[src/rtl/sif_addsub_pipe_if.sv]
// Operand/result bus for sif_addsub_pipe: two joined operand streams in, one result stream out.
// A beat moves on X_vld & X_rdy. A_rdy/B_rdy depend only on the partner valid and pipe space.
interface sif_addsub_pipe_if #(
    parameter int WIDTH = 16,
    parameter int LANES = 4
);
    logic [LANES-1:0]       is_sub;
    logic                   A_vld;
    logic [LANES*WIDTH-1:0] A_dat;
    logic                   A_rdy;
    logic                   B_vld;
    logic [LANES*WIDTH-1:0] B_dat;
    logic                   B_rdy;
    logic                   S_vld;
    logic [LANES*WIDTH-1:0] S_dat;
    logic [LANES-1:0]       S_ovf;
    logic                   S_rdy;
    logic                   busy;

    modport master (
        output is_sub, A_vld, A_dat, B_vld, B_dat, S_rdy,
        input  A_rdy, B_rdy, S_vld, S_dat, S_ovf, busy
    );

    modport slave (
        input  is_sub, A_vld, A_dat, B_vld, B_dat, S_rdy,
        output A_rdy, B_rdy, S_vld, S_dat, S_ovf, busy
    );
endinterface

[src/rtl/sif_addsub_pipe.sv]
// Multi-lane signed add/sub with joined operand handshake and an elastic LATENCY-deep pipeline.
// Define SIF_ADDSUB_SAT_EN to saturate overflowing lanes instead of wrapping.
module sif_addsub_pipe #(
    parameter int WIDTH   = 16,
    parameter int LANES   = 4,
    parameter int LATENCY = 2
) (
    input  logic               clk,
    input  logic               rst_n,
    sif_addsub_pipe_if.slave   bus
);

    logic [LATENCY-1:0]     vld_q;
    logic [LANES*WIDTH-1:0] dat_q [LATENCY];
    logic [LANES-1:0]       ovf_q [LATENCY];

    logic [LATENCY-1:0]     rdy;
    logic                   in_rdy;
    logic                   fire;
    logic [LANES*WIDTH-1:0] res_d;
    logic [LANES-1:0]       ovf_d;

    // Returns {ovf, result}; operands are sign-extended one bit so ovf is the top-two-bit disagreement.
    function automatic logic [WIDTH:0] lane_op(input logic [WIDTH-1:0] a,
                                               input logic [WIDTH-1:0] b,
                                               input logic             sub);
        logic [WIDTH-1:0] bop;
        logic [WIDTH:0]   sum;
        logic             ovf;
        logic [WIDTH-1:0] res;
        bop = sub ? ~b : b;
        sum = {a[WIDTH-1], a} + {bop[WIDTH-1], bop} + {{WIDTH{1'b0}}, sub};
        ovf = sum[WIDTH] ^ sum[WIDTH-1];
        res = sum[WIDTH-1:0];
`ifdef SIF_ADDSUB_SAT_EN
        if (ovf) begin
            res = a[WIDTH-1] ? {1'b1, {(WIDTH-1){1'b0}}} : {1'b0, {(WIDTH-1){1'b1}}};
        end
`endif
        return {ovf, res};
    endfunction

    // A stage can take a new entry if it or any stage downstream of it holds a bubble, or the sink drains.
    always_comb begin
        rdy = '0;
        for (int k = 0; k < LATENCY; k++) begin
            rdy[k] = bus.S_rdy;
            for (int j = k; j < LATENCY; j++) begin
                rdy[k] = rdy[k] | ~vld_q[j];
            end
        end
    end

    assign in_rdy    = rdy[0];
    assign fire      = bus.A_vld & bus.B_vld & in_rdy;
    assign bus.A_rdy = bus.B_vld & in_rdy;
    assign bus.B_rdy = bus.A_vld & in_rdy;

    always_comb begin
        res_d = '0;
        ovf_d = '0;
        for (int l = 0; l < LANES; l++) begin
            {ovf_d[l], res_d[l*WIDTH +: WIDTH]} =
                lane_op(bus.A_dat[l*WIDTH +: WIDTH], bus.B_dat[l*WIDTH +: WIDTH], bus.is_sub[l]);
        end
    end

    always_ff @(posedge clk or negedge rst_n) begin
        if (!rst_n) begin
            vld_q <= '0;
            for (int k = 0; k < LATENCY; k++) begin
                dat_q[k] <= '0;
                ovf_q[k] <= '0;
            end
        end else begin
            if (rdy[0]) begin
                vld_q[0] <= fire;
                if (fire) begin
                    dat_q[0] <= res_d;
                    ovf_q[0] <= ovf_d;
                end
            end
            // Payload only moves with a valid entry so a stalled output stays put.
            for (int k = 1; k < LATENCY; k++) begin
                if (rdy[k]) begin
                    vld_q[k] <= vld_q[k-1];
                    if (vld_q[k-1]) begin
                        dat_q[k] <= dat_q[k-1];
                        ovf_q[k] <= ovf_q[k-1];
                    end
                end
            end
        end
    end

    assign bus.S_vld = vld_q[LATENCY-1];
    assign bus.S_dat = dat_q[LATENCY-1];
    assign bus.S_ovf = ovf_q[LATENCY-1];
    assign bus.busy  = |vld_q;

endmodule

[src/flat_wrapper.sv]
// flat-port wrapper written by rule: the top's interface ports become plain ports
module sif_addsub_pipe_flat 
#(
    parameter int WIDTH   = 16,
    parameter int LANES   = 4,
    parameter int LATENCY = 2
)
  (clk, rst_n, bus_is_sub, bus_A_vld, bus_A_dat, bus_B_vld, bus_B_dat, bus_S_rdy, bus_A_rdy, bus_B_rdy, bus_S_vld, bus_S_dat, bus_S_ovf, bus_busy);
  sif_addsub_pipe_if #(.WIDTH(WIDTH), .LANES(LANES)) bus_i ();
  input  logic clk;
  input  logic rst_n;
  input wire logic [$bits(bus_i.is_sub)-1:0] bus_is_sub;
  input wire logic [$bits(bus_i.A_vld)-1:0] bus_A_vld;
  input wire logic [$bits(bus_i.A_dat)-1:0] bus_A_dat;
  input wire logic [$bits(bus_i.B_vld)-1:0] bus_B_vld;
  input wire logic [$bits(bus_i.B_dat)-1:0] bus_B_dat;
  input wire logic [$bits(bus_i.S_rdy)-1:0] bus_S_rdy;
  output wire logic [$bits(bus_i.A_rdy)-1:0] bus_A_rdy;
  output wire logic [$bits(bus_i.B_rdy)-1:0] bus_B_rdy;
  output wire logic [$bits(bus_i.S_vld)-1:0] bus_S_vld;
  output wire logic [$bits(bus_i.S_dat)-1:0] bus_S_dat;
  output wire logic [$bits(bus_i.S_ovf)-1:0] bus_S_ovf;
  output wire logic [$bits(bus_i.busy)-1:0] bus_busy;
  assign bus_i.is_sub = bus_is_sub;
  assign bus_i.A_vld = bus_A_vld;
  assign bus_i.A_dat = bus_A_dat;
  assign bus_i.B_vld = bus_B_vld;
  assign bus_i.B_dat = bus_B_dat;
  assign bus_i.S_rdy = bus_S_rdy;
  assign bus_A_rdy = bus_i.A_rdy;
  assign bus_B_rdy = bus_i.B_rdy;
  assign bus_S_vld = bus_i.S_vld;
  assign bus_S_dat = bus_i.S_dat;
  assign bus_S_ovf = bus_i.S_ovf;
  assign bus_busy = bus_i.busy;
  sif_addsub_pipe #(.WIDTH(WIDTH), .LANES(LANES), .LATENCY(LATENCY)) u_core (.clk(clk), .rst_n(rst_n), .bus(bus_i));
endmodule
[config.mk]
export PLATFORM = sky130hd
export DESIGN_NAME = sif_addsub_pipe_flat
export DESIGN_NICKNAME = d
export VERILOG_FILES = /design/src/rtl/sif_addsub_pipe_if.sv /design/src/rtl/sif_addsub_pipe.sv /design/src/flat_wrapper.sv
export SDC_FILE = /design/constraint.sdc
export NUM_CORES = 1
export LEC_CHECK = 0
export ABC_AREA = 1
export ABC_CLOCK_PERIOD_IN_PS = 4000
export BUFFER_PORTS_ARGS = -buffer_cell sky130_fd_sc_hd__buf_2
export CORE_ASPECT_RATIO = 1.4
export CORE_MARGIN = 1.5
export CORE_UTILIZATION = 55
export CTS_BUF_LIST = sky130_fd_sc_hd__clkbuf_2 sky130_fd_sc_hd__clkbuf_4 sky130_fd_sc_hd__clkbuf_8
export DETAILED_ROUTE_END_ITERATION = 10
export GPL_TIMING_DRIVEN = 0
export PLACE_DENSITY = 0.8
export SLEW_MARGIN = 5
export SYNTH_ARGS = -nofsm -noshare
export SYNTH_HDL_FRONTEND = slang
export SYNTH_SLANG_ARGS = --single-unit
[constraint.sdc]
create_clock -name clk -period 4 [get_ports clk]
set_input_delay 1 -clock clk [delete_from_list [all_inputs] [get_ports clk]]
set_output_delay 1 -clock clk [all_outputs]
set_load 0.1 [all_outputs]
==> flow_metrics.env, run 1 <==
export IMPL_path_max_fanout=4
export IMPL_fin_crit_ns=2.82
export IMPL_synth_distinct_cells=35
export IMPL_vias=8842
export IMPL_grt_overflow_total=0
export IMPL_p_total_mw=7.38
export IMPL_met3_length_um=909
export IMPL_grt_pass1_vias=8314
export IMPL_critPathArrivalTime_ns=1.82
export IMPL_area_growth_pct=17.6
export IMPL_drc=0
export IMPL_synth_main_ff_cell="dfrtp_1"
export IMPL_whs_path_depth=2
export IMPL_clkSinkCount=138
export IMPL_hpwl_mm=20.0
export IMPL_clockBufferDepth=2
export IMPL_start_util_pct=55.9
export IMPL_io_buffers=204
export IMPL_core_rowCount=58
export IMPL_grt_max_degree=79
export IMPL_maxSlewHeadroom_pct=45.6
export IMPL_antenna_found_initial=0
export IMPL_antenna_cells_inserted=0
export IMPL_clk_pin_slew_ns=0.08
export IMPL_critPathCapture="bus_A_rdy"
export IMPL_fillers=1640
export IMPL_drt_pass1_iter_count=5
export IMPL_met1_length_mm=10.5
export IMPL_ir_drop_mv=0.621
export IMPL_reg2reg_depth=4
export IMPL_io_pins=209
export IMPL_cts_root_buf="clkbuf_8"
export IMPL_outcome="completed"
export IMPL_fp_dieArea_mm2=0.0191
export IMPL_hold_violations=0
export IMPL_fin_hold_ws_ns=0.478
export IMPL_antenna_left=0
export IMPL_synth_fp_nets=1499
export IMPL_wl_mm=25.4
export IMPL_cts_buffers_inserted=17
export IMPL_ctsResizeCount=0
export IMPL_drive_above_1_share_pct=28.1
export IMPL_drt_iter0_drc=523
export IMPL_seq_area_mm2=0.00345
export IMPL_p_leak_nw=6.69
export IMPL_rr_endpoint="u_core.dat_q[65]"
export IMPL_critPathCaptureType="output port"
export IMPL_grt_pass1_wl_mm=39.9
export IMPL_cp_data_required_time_ns=3.00
export IMPL_synth_cells=1298
export IMPL_cts_hold_buf=0
export IMPL_worstMarginPinSlew_ns=0.817
export IMPL_grt_use_total_pct=27.3
export IMPL_drv_cap=0
export IMPL_multi_input_area_mm2=0.00524
export IMPL_maxSlewViolCount=0
export IMPL_synth_edf_count=0
export IMPL_fin_tns_setup_ns=0
export IMPL_routed_via_density=4.98
export IMPL_wire_per_inst_um=14.3
export IMPL_clk_latency_ns=0.45
export IMPL_core_area_mm2=0.0179
export IMPL_yosysWarnings=0
export IMPL_fmax_ghz=0.354
export IMPL_r2r_start="u_core.vld_q[1]"
export IMPL_crit_type="input pin to output port"
export IMPL_r2r_slack_ns=2.28
export IMPL_synth_seq_cells=138
export IMPL_nNetsFinal=1723
export IMPL_async_flop_share_pct=100
export IMPL_place_congestion=0.868
export IMPL_netlist_area_mm2=0.0100
export IMPL_crit_start="bus_S_rdy"
export IMPL_die_w_um=117
export IMPL_cts_tree="done"
export IMPL_die_h_um=163
export IMPL_power_density_mw_per_mm2=625
export IMPL_cts_htree_levels=4
export IMPL_fin_worst_skew_ns=0.0153
export IMPL_setup_viol=0
export IMPL_hp_class="flip-flop to flip-flop"
export IMPL_syn_avg_cell_area_um2=7.73
export IMPL_period_share_pct=70.6
export IMPL_cts_setup_buffers=0
export IMPL_placedCellCount=1743
export IMPL_cp_start_kind="input pin"
export IMPL_wl_met2_mm=13.2
export IMPL_synth_seq_area_share_pct=34.4
export IMPL_rsz0062_at_grt="no"
export IMPL_finalNonFillerCells=1775
export IMPL_top_layer="met4"
==> Yosys cell counts, types with 4 or more instances <==
| library cell | number | area (um2) |
|---|---|---|
| nand2_1 | 374 | 1400 |
| inv_1 | 153 | 574 |
| dfrtp_1 | 138 | 3450 |
| nand3_1 | 72 | 360 |
| buf_4 | 70 | 526 |
| ha_1 | 60 | 751 |
| nor2_1 | 59 | 221 |
| xor2_1 | 56 | 490 |
| a21oi_1 | 49 | 245 |
| o21ai_0 | 49 | 245 |
| o21ai_1 | 25 | 125 |
| mux2_2 | 24 | 270 |
| nand2_2 | 21 | 131 |
| mux2_4 | 19 | 285 |
| buf_2 | 17 | 85.1 |
| xnor2_1 | 16 | 140 |
| inv_2 | 13 | 48.8 |
| nand3b_1 | 11 | 82.6 |
| a21oi_2 | 8 | 70.1 |
| and2_1 | 7 | 43.8 |
| buf_6 | 7 | 78.8 |
| clkbuf_1 | 6 | 22.5 |
| nand3_2 | 5 | 50.1 |
| nor3_2 | 5 | 50.1 |
| o21bai_1 | 5 | 37.5 |
| o22ai_1 | 5 | 31.3 |
| or2_2 | 5 | 31.3 |
| a31oi_1 | 4 | 25.0 |
| fa_1 | 4 | 80.1 |
| nor4_1 | 4 | 25.0 |
==> cell families after synthesis <==
family                     synth area share, %
AOI/OAI and AO/OA                         8.00
and+or+nand+nor                           24.1
xor gates and xnor gates                  6.29
DFF                                       34.4
muxes                                     5.54
buffers and inverters                     13.3
adders and majority gates                 8.28
==> where the power goes <==
group	switching (mW)	internal (mW)
combinational	3.00	1.15
sequential	0.234	1.82
clock	0.567	0.610
==> cell type report <==
cell class                      count  share of cell area (%)
Multi-Input combinational cell    893                    44.4
Sequential cell                   138                    29.3
Timing Repair Buffer              205                    8.94
Buffer                            100                    6.03
Inverter                          167                    5.31
Tap cell                          240                    2.55
Clock buffer                       20                    2.33
Clock inverter                     12                    1.18
==> per-stage QoR <==
stage / utilization (%) / cell area (um2) / setup WS, ns
2_1_floorplan: - / 10000 / 1.23
3_3_place_gp: 63.3 / 11300 / 0.0289
3_5_place_dp: 63.5 / 11400 / 1.00
4_1_cts: 65.8 / 11800 / 1.16
5_1_grt: 65.8 / 11800 / 1.14
6_report: 65.8 / 11800 / 1.18
==> layout by cell type (no fill, tap or decap), drive strengths merged <==
| cell type | instances |
|---|---|
| clkinvlp | 1 |
| ha | 60 |
| inv | 168 |
| dfrtp | 138 |
| a31oi | 4 |
| bufinv | 2 |
| and2 | 7 |
| nand3b | 11 |
| o21ai | 74 |
| nor2 | 59 |
| xor2 | 56 |
| o21bai | 5 |
| nor4 | 4 |
| buf | 299 |
| or2 | 7 |
| nand2 | 395 |
| clkbuf | 26 |
| mux2 | 43 |
| xnor2 | 16 |
| o22ai | 5 |
| a21oi | 57 |
| a21o | 3 |
| clkinv | 8 |
| fa | 4 |
| nor3 | 6 |
| nand3 | 77 |
==> metal layers <==
layer	vias up	GRT usage, %
met3	43	3.65
met2	231	49.6
met1	4075	32.4
li1	4493	-
met5	-	0
met4	0	9.86
==> worst max-delay path: stages <==
cell	delay [ns]
buf_2	0.10
inv_1	0.06
nand3_2	0.12
nand2_1	0.07
inv_1	0.05
buf_2	0.41
==> how the worst min path moves through the flow <==
stage / from / endpoint / slack, ns
5_1_grt: u_core.dat_q[95] / u_core.dat_q[95] / 0.51
2_1_floorplan: u_core.dat_q[105] / u_core.dat_q[105] / 0.45
3_5_place_dp: u_core.dat_q[107] / u_core.dat_q[107] / 0.46
4_1_cts: u_core.dat_q[89] / u_core.dat_q[89] / 0.48
3_3_place_gp: u_core.dat_q[107] / u_core.dat_q[107] / 0.46
6_report: u_core.dat_q[89] / u_core.dat_q[89] / 0.48
==> flip-flops by register name, summed over array words and instances, names as in the netlist <==
register / flops
u_core.ovf_q: 4
u_core.bus.S_ovf: 4
u_core.bus.S_dat: 64
u_core.dat_q: 64
u_core.vld_q: 2
Power figures use the tool's default switching activity.
==> run 2, diff against run 1 <==
--- a/config.mk
+++ b/config.mk
@@ -6,15 +6,15 @@
 export NUM_CORES = 1
 export LEC_CHECK = 0
 export ABC_AREA = 1
-export ABC_CLOCK_PERIOD_IN_PS = 4000
+export ABC_CLOCK_PERIOD_IN_PS = 2500
 export BUFFER_PORTS_ARGS = -buffer_cell sky130_fd_sc_hd__buf_2
 export CORE_ASPECT_RATIO = 1.4
 export CORE_MARGIN = 1.5
-export CORE_UTILIZATION = 55
+export CORE_UTILIZATION = 52
 export CTS_BUF_LIST = sky130_fd_sc_hd__clkbuf_2 sky130_fd_sc_hd__clkbuf_4 sky130_fd_sc_hd__clkbuf_8
 export DETAILED_ROUTE_END_ITERATION = 10
 export GPL_TIMING_DRIVEN = 0
-export PLACE_DENSITY = 0.8
+export PLACE_DENSITY = 0.79
 export SLEW_MARGIN = 5
 export SYNTH_ARGS = -nofsm -noshare
 export SYNTH_HDL_FRONTEND = slang
==> constraint.sdc (replaced) <==
create_clock -name clk -period 2.5 [get_ports clk]
set_input_delay 0.625 -clock clk [delete_from_list [all_inputs] [get_ports clk]]
set_output_delay 0.625 -clock clk [all_outputs]
set_load 0.1 [all_outputs]
==> run 2 against run 1 <==
Against the previous run:
- design area decreased by 0.14%
- sequential power increased by 60%
- sequential cell count unchanged
- via count increased by 1.6%
- final cell count increased by 0.23%
- first-iteration DRC count decreased by 6.7%
- highest routed layer unchanged
==> flow_metrics.env, run 2 (synthesis gave the netlist of run 1 again) <==
export IMPL_outcome="completed"
export IMPL_clk_latency_ns=0.46
export IMPL_power_density_mw_per_mm2=998
export IMPL_p_leak_nw=6.67
export IMPL_clkSinkCount=138
export IMPL_cp_data_required_time_ns=2.90
export IMPL_clockBufferDepth=2
export IMPL_power_frac_seq_pct=27.8
export IMPL_drv_cap=0
export IMPL_placedCellCount=1747
export IMPL_cts_htree_levels=4
export IMPL_dpl_cell_area_mm2=0.0114
export IMPL_fin_crit_ns=2.17
export IMPL_antenna_cells_inserted=0
export IMPL_fin_ws_ns=0.333
export IMPL_gr_usage_met1_pct=30.6
export IMPL_vias=8984
export IMPL_top_usage_layer="met2"
export IMPL_core_rowCount=59
export IMPL_drc=0
export IMPL_p_sw_mw=6.09
export IMPL_maxSlewViolCount=0
export IMPL_cts_buffers_inserted=17
export IMPL_critPathArrivalTime_ns=2.57
export IMPL_drt_iter0_drc=488
export IMPL_antenna_left=0
export IMPL_path_max_fanout=10
export IMPL_fin_hold_ws_ns=0.119
export IMPL_die_h_um=167
export IMPL_swShare_pct=51.8
export IMPL_crit_cells=11
export IMPL_design_area_mm2=0.0118
export IMPL_p_comb_share_pct=56.7
export IMPL_rr_endpoint="u_core.dat_q[81]"
export IMPL_io_buffers=204
export IMPL_start_util_pct=53.5
export IMPL_grt_pass1_vias=8710
export IMPL_fp_dieArea_mm2=0.0201
export IMPL_hpwl_mm=20.4
export IMPL_critPathCapture="u_core.dat_q[95]"
export IMPL_drt_pass1_iter_count=5
export IMPL_max_stage_delay_ns=0.32
export IMPL_rsz0062_at_grt="no"
export IMPL_antenna_found_initial=0
export IMPL_core_area_mm2=0.0188
export IMPL_finalNonFillerCells=1779
export IMPL_grt_met3_usage_pct=3.47
export IMPL_layout_commonest_cell="nand2_1"
export IMPL_p_total_mw=11.8
export IMPL_cts_hold_buf=0
export IMPL_p_clk_share_pct=15.5
export IMPL_cp_slowest_cell="ha_1"
export IMPL_cp_num_buf_inv=2
export IMPL_fmax_ghz=0.461
export IMPL_grt_max_degree=79
export IMPL_die_w_um=120
export IMPL_crit_type="input pin to flip-flop"
export IMPL_critPathCaptureType="flip-flop"
export IMPL_area_growth_pct=17.5
export IMPL_wire_per_inst_um=14.5
export IMPL_grt_use_met2_pct=48.6
export IMPL_reg2reg_depth=4
export IMPL_wl_mm=25.8
export IMPL_setup_viol=0
export IMPL_ir_drop_mv=0.782
export IMPL_cts_setup_buffers=0
export IMPL_cts_tree="done"
export IMPL_maxSlewHeadroom_pct=44.5
export IMPL_grt_use_total_pct=26.4
export IMPL_period_share_pct=86.7
export IMPL_clk_pin_slew_ns=0.09
export IMPL_grt_overflow_total=0
export IMPL_layout_cells_most_common_list="374 x nand2_1, 220 x buf_2, 153 x inv_1, 138 x dfrtp_1, 72 x nand3_1"
export IMPL_r2r_slack_ns=0.81
export IMPL_worstMarginPinSlew_ns=0.832
export IMPL_crit_start="bus_is_sub[1]"
export IMPL_nNetsFinal=1723
export IMPL_cts_root_buf="clkbuf_8"
export IMPL_grt_pass1_wl_mm=41.8
export IMPL_fin_worst_skew_ns=0.0109
export IMPL_place_ws_ns=-0.109
export IMPL_cp_common_cell="nand2_1"
export IMPL_cp_start_kind="input pin"
export IMPL_ctsResizeCount=0
export IMPL_r2r_start="u_core.vld_q[1]"
export IMPL_routed_via_density=5.05
export IMPL_place_congestion=0.909
export IMPL_hold_violations=0
export IMPL_drive_above_1_share_pct=28.1
export IMPL_crit_chain="buf_6 -> buf_2 -> xor2_1 -> ha_1 -> a21oi_1 -> nand2_1 -> a21oi_1 -> nand2_1 -> nand2_1 -> nand3_1 -> nand2_1"
export IMPL_io_pins=209
export IMPL_hp_class="input pin to asynchronous set/reset pin"
export IMPL_cpLargestDelayFamily="simple AND/OR/NAND/NOR gates"
export IMPL_internal_power_mw=5.67
-- run 2: cell count changes in the layout (fill, tap and decap cells not counted), sizes merged --
cell,previous run,this run
clkinv,8,5
clkinvlp,1,4
clkbuf,26,25
inv,168,169
-- run 2: worst min-delay path by stage --
stage / end / slack (ns)
floorplan: u_core.bus.S_dat[0] / 0.33
global placement: u_core.dat_q[109] / 0.46
detailed placement: u_core.dat_q[107] / 0.46
CTS: u_core.bus.S_dat[25] / 0.13
global route: u_core.bus.S_dat[25] / 0.15
finish: u_core.bus.S_dat[25] / 0.12
-- run 2: through the flow --
| step | utilization (%) | setup TNS (ns) |
|---|---|---|
| 2_1_floorplan | - | 0 |
| 3_3_place_gp | 60.6 | -145.76 |
| 3_5_place_dp | 60.7 | -0.706 |
| 4_1_cts | 62.8 | 0 |
| 5_1_grt | 62.8 | 0 |
| 6_report | 62.8 | 0 |
-- run 2: power by group through the flow --
| stage | sequential (mW) | clock [mW] | combinational, mW |
|---|---|---|---|
| 6_report | 3.27 | 1.82 | 6.66 |
| 5_1_grt | 3.34 | 1.96 | 7.09 |
| 4_1_cts | 3.26 | 1.85 | 6.69 |
| 3_5_place_dp | 3.30 | 0 | 6.67 |
| 3_3_place_gp | 3.28 | 0 | 6.57 |
| 2_1_floorplan | 3.20 | 0 | 5.63 |
-- run 2: metal layers --
layer / routed length (um) / part of all wire (%)
met5: 0 / 0
met4: 735 / 2.9
met3: 1010 / 3.9
met2: 13400 / 52
met1: 10600 / 41
-- run 2: cell type report --
| class | instances | area [um2] |
|---|---|---|
| buffer | 100 | 712 |
| timing repair buffer | 205 | 1050 |
| multi-input combinational | 893 | 5240 |
| sequential | 138 | 3450 |
| inverter | 167 | 627 |
| tap | 244 | 305 |
| fill | 1712 | 6970 |
| clock inverter | 13 | 144 |
| clock buffer | 19 | 249 |
==> run 3, diff against run 2 <==
--- a/config.mk
+++ b/config.mk
@@ -6,7 +6,7 @@
 export NUM_CORES = 1
 export LEC_CHECK = 0
 export ABC_AREA = 1
-export ABC_CLOCK_PERIOD_IN_PS = 2500
+export ABC_CLOCK_PERIOD_IN_PS = 1950
 export BUFFER_PORTS_ARGS = -buffer_cell sky130_fd_sc_hd__buf_2
 export CORE_ASPECT_RATIO = 1.4
 export CORE_MARGIN = 1.5
==> constraint.sdc (replaced) <==
create_clock -name clk -period 1.95 [get_ports clk]
set_input_delay 0.4875 -clock clk [delete_from_list [all_inputs] [get_ports clk]]
set_output_delay 0.4875 -clock clk [all_outputs]
set_load 0.1 [all_outputs]
==> run 3 against run 2 <==
Against the previous run:
- critical path depth fell by 9
- design area rose by 1.8%
- via count fell by 2.2%
- clock power rose by 29%
- hold slack improved by 0.17 ns
- die area did not move
- non-clock buffer count rose by 1
- critical endpoint is now bus_busy
- highest routed layer is now met5
==> flow_metrics.env, run 3 (synthesis gave the netlist of run 1 again) <==
export IMPL_p_comb_share_pct=56.9
export IMPL_power_frac_seq_pct=27.7
export IMPL_area_growth_pct=19.6
export IMPL_path_max_fanout=4
export IMPL_die_h_um=167
export IMPL_met3_length_um=982
export IMPL_grt_use_total_pct=25.6
export IMPL_nNetsFinal=1724
export IMPL_routed_via_density=4.94
export IMPL_clk_pin_slew_ns=0.08
export IMPL_seq_area_mm2=0.00345
export IMPL_grt_overflow_total=0
export IMPL_cts_root_buf="clkbuf_8"
export IMPL_io_buffers=204
export IMPL_layout_cells_most_common_list="359 x nand2_1, 213 x buf_2, 152 x inv_1, 137 x dfrtp_1, 72 x nand3_1"
export IMPL_p_leak_nw=6.70
export IMPL_place_ws_ns=-0.342
export IMPL_clockBufferDepth=2
export IMPL_place_congestion=0.927
export IMPL_drive_above_1_share_pct=30.3
export IMPL_met1_length_mm=10.2
export IMPL_hold_end="u_core.vld_q[0]"
export IMPL_reg2reg_depth=4
export IMPL_wire_per_inst_um=14.2
export IMPL_critPathArrivalTime_ns=1.40
export IMPL_cts_htree_levels=4
export IMPL_crit_start="u_core.vld_q[1]"
export IMPL_whs_path_depth=3
export IMPL_grt_max_degree=100
export IMPL_fin_ws_ns=0.0591
export IMPL_outcome="completed"
export IMPL_cp_data_required_time_ns=1.46
export IMPL_start_util_pct=53.5
export IMPL_core_rowCount=59
export IMPL_wl_mm=25.4
export IMPL_grt_pass1_vias=8600
export IMPL_crit_type="flip-flop to output port"
export IMPL_rsz0062_at_grt="no"
export IMPL_die_w_um=120
export IMPL_cts_tree="done"
export IMPL_period_share_pct=97.0
export IMPL_hp_class="input pin to flip-flop"
export IMPL_hpwl_mm=20.1
export IMPL_core_area_mm2=0.0188
export IMPL_maxSlewHeadroom_pct=40.9
export IMPL_drt_iter0_drc=341
export IMPL_cts_buffers_inserted=17
export IMPL_clk_latency_ns=0.44
export IMPL_rr_endpoint="u_core.dat_q[81]"
export IMPL_io_pins=209
export IMPL_hold_violations=0
export IMPL_hp_start="bus_B_vld"
export IMPL_swShare_pct=51.7
export IMPL_internal_power_mw=7.31
export IMPL_drc=0
export IMPL_p_sw_mw=7.83
export IMPL_drv_cap=0
export IMPL_fp_dieArea_mm2=0.0201
export IMPL_fin_hold_ws_ns=0.288
export IMPL_antenna_found_initial=2
export IMPL_fillers=1736
export IMPL_fin_crit_ns=1.89
export IMPL_ir_drop_mv=0.952
export IMPL_clkSinkCount=138
export IMPL_wl_met2_mm=13.4
export IMPL_power_density_mw_per_mm2=1260
export IMPL_cp_start_kind="flip-flop"
export IMPL_p_clk_share_pct=15.5
export IMPL_setup_viol=0
export IMPL_vias=8790
export IMPL_grt_pass1_wl_mm=40.6
export IMPL_r2r_start="u_core.vld_q[1]"
export IMPL_fmax_ghz=0.529
export IMPL_top_layer="met5"
export IMPL_critPathCaptureType="output port"
export IMPL_fin_worst_skew_ns=0.0118
export IMPL_maxSlewViolCount=0
export IMPL_layout_commonest_cell="nand2_1"
export IMPL_worstMarginPinSlew_ns=0.887
export IMPL_r2r_slack_ns=0.23
export IMPL_antenna_left=0
export IMPL_drt_pass1_iter_count=5
export IMPL_multi_input_area_mm2=0.00534
run 3: changes by cell type in the layout (fill, tap and decap cells not counted), moves of 4 or more:
cell | before | now
a21oi_1 | 49 | 34
nand2_1 | 374 | 359
buf_12 | 0 | 4
nand2_2 | 21 | 36
a21oi_2 | 8 | 23
buf_2 | 220 | 213
buf_8 | 0 | 4
run 3: worst max-delay path, cell delays in order (launching register included):
cell and delay [ns]:
dfrtp_2 0.44, or2_2 0.30, buf_4 0.23
run 3: worst max-delay path by stage:
stage | slack, ns | end | cells past startpoint
4_1_cts | 0.02 | bus_A_rdy | 4
3_3_place_gp | -1.71 | u_core.vld_q[1] | 1
5_1_grt | 0.002 | u_core.dat_q[78] | 15
2_1_floorplan | -0.08 | u_core.dat_q[78] | 12
3_5_place_dp | -0.34 | u_core.dat_q[78] | 12
6_report | 0.06 | bus_busy | 2
run 3: layer usage:
metal | track usage [%] | vias up
met3 | 3.75 | 47
met5 | 0 | -
met2 | 47.8 | 221
li1 | - | 4492
met4 | 9.51 | 2
met1 | 29.0 | 4028
run 3: stage by stage:
| step | utilization, % | cells | power [mW] | cell area (um2) | TNS (ns) |
|---|---|---|---|---|---|
| floorplan | - | 1298 | 11.4 | 10200 | -1.04 |
| detailed placement | 61.6 | 1747 | 12.8 | 11600 | -10.31 |
| global route | 64.0 | 1780 | 16.0 | 12000 | 0 |
| CTS | 63.8 | 1780 | 15.2 | 12000 | 0 |
| global placement | 61.5 | 1746 | 12.7 | 11500 | -210.89 |
| finish | 64.0 | 1781 | 15.1 | 12000 | 0 |
run 3: final cells by class:
type | instances | area share [%]
repair buffers | 206 | 9.00
multi-input cells | 893 | 44.5
clock buffers | 19 | 2.08
inverters | 167 | 5.26
flip-flops and latches | 138 | 28.8
clock inverters | 13 | 1.22
well taps | 244 | 2.54
plain buffers | 100 | 6.59
diodes | 1 | 0.0209
run 3: power by group through the flow:
stage	sequential, mW	combinational (mW)	clock (mW)
6_report	4.19	8.61	2.34
5_1_grt	4.30	9.15	2.55
4_1_cts	4.20	8.64	2.40
3_5_place_dp	4.24	8.61	0
3_3_place_gp	4.20	8.52	0
2_1_floorplan	4.10	7.29	0
run 3: timing repair:
item	CTS	global route
hold buffers	1	0
setup endpoints to repair	3	5
buffers inserted	0	0
resized for setup	3	7
hold endpoints to repair	39	0
